$ cat src/rtl/game_round_ctrl.sv
// Whack-a-target round controller: spawns a lit cell, scores presses, times out on game ticks.
// Pulses o_hit/o_miss are registered; flow is strobe-driven with no backpressure.
module game_round_ctrl #(
  parameter int unsigned WINDOW_TICKS = 4,
  parameter int unsigned START_LIVES  = 3,
  parameter int unsigned SCORE_W      = 8
) (
  input  logic               i_clk,
  input  logic               i_rst_n,
  input  logic               i_tick,
  input  logic               i_start,
  input  logic [31:0]        i_rand,
  input  logic               i_press_valid,
  input  logic [5:0]         i_press_pos,
  output logic               o_target_valid,
  output logic [5:0]         o_target_pos,
  output logic [1:0]         o_target_color,
  output logic [SCORE_W-1:0] o_score,
  output logic [2:0]         o_lives,
  output logic               o_hit,
  output logic               o_miss,
  output logic               o_game_over,
  output logic [2:0]         o_state
);

  typedef enum logic [2:0] {
    IDLE   = 3'd0,
    SPAWN  = 3'd1,
    SHOW   = 3'd2,
    RESULT = 3'd3,
    OVER   = 3'd4
  } state_t;

  localparam logic [3:0]         WIN_INIT   = 4'(WINDOW_TICKS);
  localparam logic [2:0]         LIVES_INIT = 3'(START_LIVES);
  localparam logic [SCORE_W-1:0] SCORE_MAX  = '1;

  state_t               state_q, state_d;
  logic [5:0]           pos_q, pos_d;
  logic [1:0]           color_q, color_d;
  logic [SCORE_W-1:0]   score_q, score_d;
  logic [2:0]           lives_q, lives_d;
  logic [3:0]           window_q, window_d;
  logic [3:0]           timer_q, timer_d;
  logic [1:0]           hit_cnt_q, hit_cnt_d;
  logic                 hit_q, hit_d;
  logic                 miss_q, miss_d;

  logic [5:0] spawn_pos;
  logic       press_hit;
  logic       press_miss;
  logic       expire;
  logic       unused_rand;

  assign unused_rand = ^i_rand[29:6];

  // pos_q doubles as the previous target, so a repeated draw steps to the next cell
  assign spawn_pos  = (i_rand[5:0] == pos_q) ? i_rand[5:0] + 6'd1 : i_rand[5:0];
  assign press_hit  = i_press_valid && (i_press_pos == pos_q);
  assign press_miss = i_press_valid && (i_press_pos != pos_q);
  assign expire     = i_tick && (timer_q == 4'd1);

  always_comb begin
    state_d   = state_q;
    pos_d     = pos_q;
    color_d   = color_q;
    score_d   = score_q;
    lives_d   = lives_q;
    window_d  = window_q;
    timer_d   = timer_q;
    hit_cnt_d = hit_cnt_q;
    hit_d     = 1'b0;
    miss_d    = 1'b0;
    case (state_q)
      IDLE, OVER: begin
        if (i_start) begin
          score_d   = '0;
          lives_d   = LIVES_INIT;
          window_d  = WIN_INIT;
          hit_cnt_d = 2'd0;
          state_d   = SPAWN;
        end
      end
      SPAWN: begin
        pos_d   = spawn_pos;
        color_d = i_rand[31:30];
        timer_d = window_q;
        state_d = SHOW;
      end
      SHOW: begin
        // a correct press wins over an expiring tick; any miss source counts once
        if (press_hit) begin
          hit_d     = 1'b1;
          score_d   = (score_q == SCORE_MAX) ? score_q : score_q + SCORE_W'(1);
          hit_cnt_d = hit_cnt_q + 2'd1;
          if (hit_cnt_q == 2'd3 && window_q > 4'd1) begin
            window_d = window_q - 4'd1;
          end
          state_d = RESULT;
        end else if (press_miss || expire) begin
          miss_d  = 1'b1;
          lives_d = (lives_q == 3'd0) ? 3'd0 : lives_q - 3'd1;
          state_d = (lives_q <= 3'd1) ? OVER : RESULT;
        end else if (i_tick) begin
          timer_d = timer_q - 4'd1;
        end
      end
      RESULT: begin
        if (i_tick) begin
          state_d = SPAWN;
        end
      end
      default: state_d = IDLE;
    endcase
  end

  always_ff @(posedge i_clk or negedge i_rst_n) begin
    if (!i_rst_n) begin
      state_q   <= IDLE;
      pos_q     <= 6'd0;
      color_q   <= 2'd0;
      score_q   <= '0;
      lives_q   <= 3'd0;
      window_q  <= WIN_INIT;
      timer_q   <= 4'd0;
      hit_cnt_q <= 2'd0;
      hit_q     <= 1'b0;
      miss_q    <= 1'b0;
    end else begin
      state_q   <= state_d;
      pos_q     <= pos_d;
      color_q   <= color_d;
      score_q   <= score_d;
      lives_q   <= lives_d;
      window_q  <= window_d;
      timer_q   <= timer_d;
      hit_cnt_q <= hit_cnt_d;
      hit_q     <= hit_d;
      miss_q    <= miss_d;
    end
  end

  assign o_target_valid = (state_q == SHOW);
  assign o_target_pos   = pos_q;
  assign o_target_color = color_q;
  assign o_score        = score_q;
  assign o_lives        = lives_q;
  assign o_hit          = hit_q;
  assign o_miss         = miss_q;
  assign o_game_over    = (state_q == OVER);
  assign o_state        = state_q;

endmodule

$ cat config.mk
export PLATFORM = sky130hd
export DESIGN_NAME = game_round_ctrl
export DESIGN_NICKNAME = d
export VERILOG_FILES = /design/src/rtl/game_round_ctrl.sv
export SDC_FILE = /design/constraint.sdc
export NUM_CORES = 1
export LEC_CHECK = 0
export BUFFER_PORTS_ARGS = -buffer_cell sky130_fd_sc_hd__buf_4
export CELL_PAD_IN_SITES_DETAIL_PLACEMENT = 1
export CELL_PAD_IN_SITES_GLOBAL_PLACEMENT = 2
export CORE_MARGIN = 3
export CORE_UTILIZATION = 29
export DETAILED_ROUTE_END_ITERATION = 8
export GPL_TIMING_DRIVEN = 0
export HOLD_SLACK_MARGIN = 0.12
export PLACE_DENSITY = 0.89
export SYNTH_ARGS = -nofsm -noshare
export SYNTH_HDL_FRONTEND = slang
export SYNTH_SLANG_ARGS = --single-unit
$ cat constraint.sdc
create_clock -name i_clk -period 2.5 [get_ports i_clk]
set_clock_uncertainty 0.2 [all_clocks]
set_input_delay 0.125 -clock i_clk [delete_from_list [all_inputs] [get_ports i_clk]]
set_output_delay 0.125 -clock i_clk [all_outputs]
set_load 0.01 [all_outputs]
==> impl_metrics.yaml <==
power:
  p_leak_uw: 0.00115
  powerDensity_nw_per_um2: 955
  vdd_drop_max_mv: 0.292
floorplanning:
  dieArea_sq_um: 7950
  row_count: 29
  core_area_sq_um: 6530
  num_io_pins: 69
  die_x_um: 89.1
  die_y_um: 89.1
  start_util_pct: 30.7
cts:
  htreeDepth: 2
  postCtsSetupBuffers: 0
  cts_resized: 0
  cts_sinks: 34
  clk_pin_slew_worst_paths_ns: 0.07
  cts-root-buf: "clkbuf_8"
  numCtsBuffers: 5
  hold_buffers: 12
  clk_latency_ns: 0.28
  tritoncts: "built"
  cts_buffer_depth: 2
grt:
  grt_pass1_vias: 1941
  grt_first_pass_wirelength_mm: 9.83
  antenna_found_initial: 0
  globalRouteOverflowTotal: 0
  grt.total_usage_pct: 16.0
  grt_max_degree: 35
routing:
  dr_wl_met3_um: 124
  wl_met1_mm: 2.71
  avgRoutedWirePerCell_um: 16.5
  drc_errors: 0
  drt_iter0_drc: 85
  vias: 1866
  routed_wl_mm: 5.83
  top_layer: "met4"
  wl_met2_mm: 2.93
  avgViaCountPerCell: 5.29
  drtAntennaViolNets: 0
  drt-pass1-iter-count: 4
placed_design:
  hpwl_mm: 4.16
  numPortBuffers: 44
  finalWeightedCongestion: 0.822
  pre_cts_slack_ns: 0.227
timing:
  rsz0062_at_grt: "no"
  finalCriticalPeriod_ns: 2.29
  relSlewSlack_pct: 57.4
  setup_tns_ns: 0
  min_period_over_period_pct: 91.6
  hold_viol: 0
  setup_viol: 0
  slew_viol_final: 0
  whs_ns: 0.132
  worst_slack_ns: 0.210
  worstMarginPinSlew_ns: 0.633
  fmaxAchievable_mhz: 437
synthesis:
  netlist_area_sq_um: 2000
  yosys_warnings: 0
  async_flop_share_pct: 100
  syn_inst: 212
  synth_flop_cell: "dfrtp_1"
  synth_area_leaders: "dfrtp_1, xnor2_1, ha_1"
  synth_top_area_cell: "dfrtp_1"
  synth-seq-cells: 34
  ys_seq_area_share_pct: 42.5
  synth_edf_count: 0
  ys_types: 51
  synth.net_count: 262
  syn_avg_cell_area_sq_um: 9.45
  synth_top_area_share_pct: 41.2
setup_path:
  r2r-start: "o_target_pos[3]"
  cp_slowest_stage_delay_ns: 0.44
  crit_fanout: 8
  critPathBufInv: 0
  path_class: "flop to flop"
  cp.depth: 5
  path_cells: "xor2_1, nor3_4, nand2_1, a21oi_1, mux2_2"
  worst_setup_path_start_kind: "flop"
  crit_required_ns: 2.47
  r2r_slack_ns: 0.21
  crit_path_end_kind: "flop"
  r2r_end: "o_lives[0]"
  arrival_ns: 2.26
  ff2ff_path_depth: 5
  slowest_stage: "dfrtp_1"
  cpLargestDelayFamily: "simple AND/OR/NAND/NOR gates"
final_layout:
  num-fill-cells: 754
  fin_nets: 325
  final_cell_mix: "buf_4, dfrtp_1, nor2_1, xnor2_1, nand2_1"
  final_common_cell: "buf_4"
  postLayoutCoreUtil_pct: 40.7
  antenna_cells: 0
  area_growth_pct: 32.6
  drive_gt1_share_pct: 25.0
worst_hold_path:
  hold_class: "input pin to asynchronous set/reset pin"
flow_run:
  cap_violations: 0
outcome:
  outcome: "completed"
-- state kept, by name, summed over array words and instances (netlist names) --
register	cells
o_score	8
o_target_pos	6
timer_q	4
window_q	4
o_lives	3
o_state	3
hit_cnt_q	2
o_target_color	2
o_hit	1
o_miss	1
-- how the worst max path moves through the flow --
| stage | startpoint | to | slack [ns] |
|---|---|---|---|
| 2_1_floorplan | o_target_pos[3] | o_lives[0] | 0.52 |
| 3_3_place_gp | o_target_pos[3] | o_lives[0] | 0.23 |
| 3_5_place_dp | o_target_pos[3] | o_lives[0] | 0.23 |
| 4_1_cts | o_target_pos[3] | o_lives[0] | 0.21 |
| 5_1_grt | o_target_pos[3] | o_lives[0] | 0.10 |
| 6_report | o_target_pos[3] | o_lives[0] | 0.21 |
-- layout make-up --
type / instances / area (sq um) / share of cell area, %
inverter: 11 / 41.3 / 1.55
timing repair buffer: 56 / 450 / 16.9
buffer: 7 / 38.8 / 1.46
tap: 77 / 96.3 / 3.63
clock inverter: 1 / 30.0 / 1.13
sequential: 34 / 852 / 32.1
multi-input combinational: 160 / 1070 / 40.3
clock buffer: 7 / 76.3 / 2.87
-- metal layers --
layer,up-vias,GRT usage [%]
met4,0,3.52
met1,948,20.9
li1,893,-
met5,-,0
met3,6,3.04
met2,19,27.5
-- power breakdown --
group / internal (uW) / switching, uW
logic: 524 / 644
registers: 692 / 181
clock network: 298 / 199
-- cell usage after synthesis, drive strengths merged (4+ instances only) --
library cell  count
a21oi            10
a31oi             6
buf               6
dfrtp            33
ha                7
inv              11
mux2i             5
nand2            15
nand3            12
nor2             25
nor3              8
nor4              6
o21ai            12
o31ai             4
xnor2            15
-- stage by stage --
stage          power, uW  std cells  cell area, sq um
5_1_grt             2740        353              2660
4_1_cts             2570        353              2660
2_1_floorplan       1590        212              2000
6_report            2540        353              2660
3_3_place_gp        2000        333              2430
3_5_place_dp        2040        333              2430
-- cells by family (layout without fill, tap and decap cells) --
kind of cell | Yosys count | in the layout | synth area share [%]
buffers and inverters | 18 | 82 | 3.99
muxes | 8 | 8 | 4.18
DFF | 34 | 34 | 42.5
AOI/OAI and AO/OA | 48 | 48 | 15.8
xor gates and xnor gates | 18 | 18 | 7.87
and+or+nand+nor | 79 | 79 | 21.3
adders and majority gates | 7 | 7 | 4.37
(Power assumes the default switching activity.)
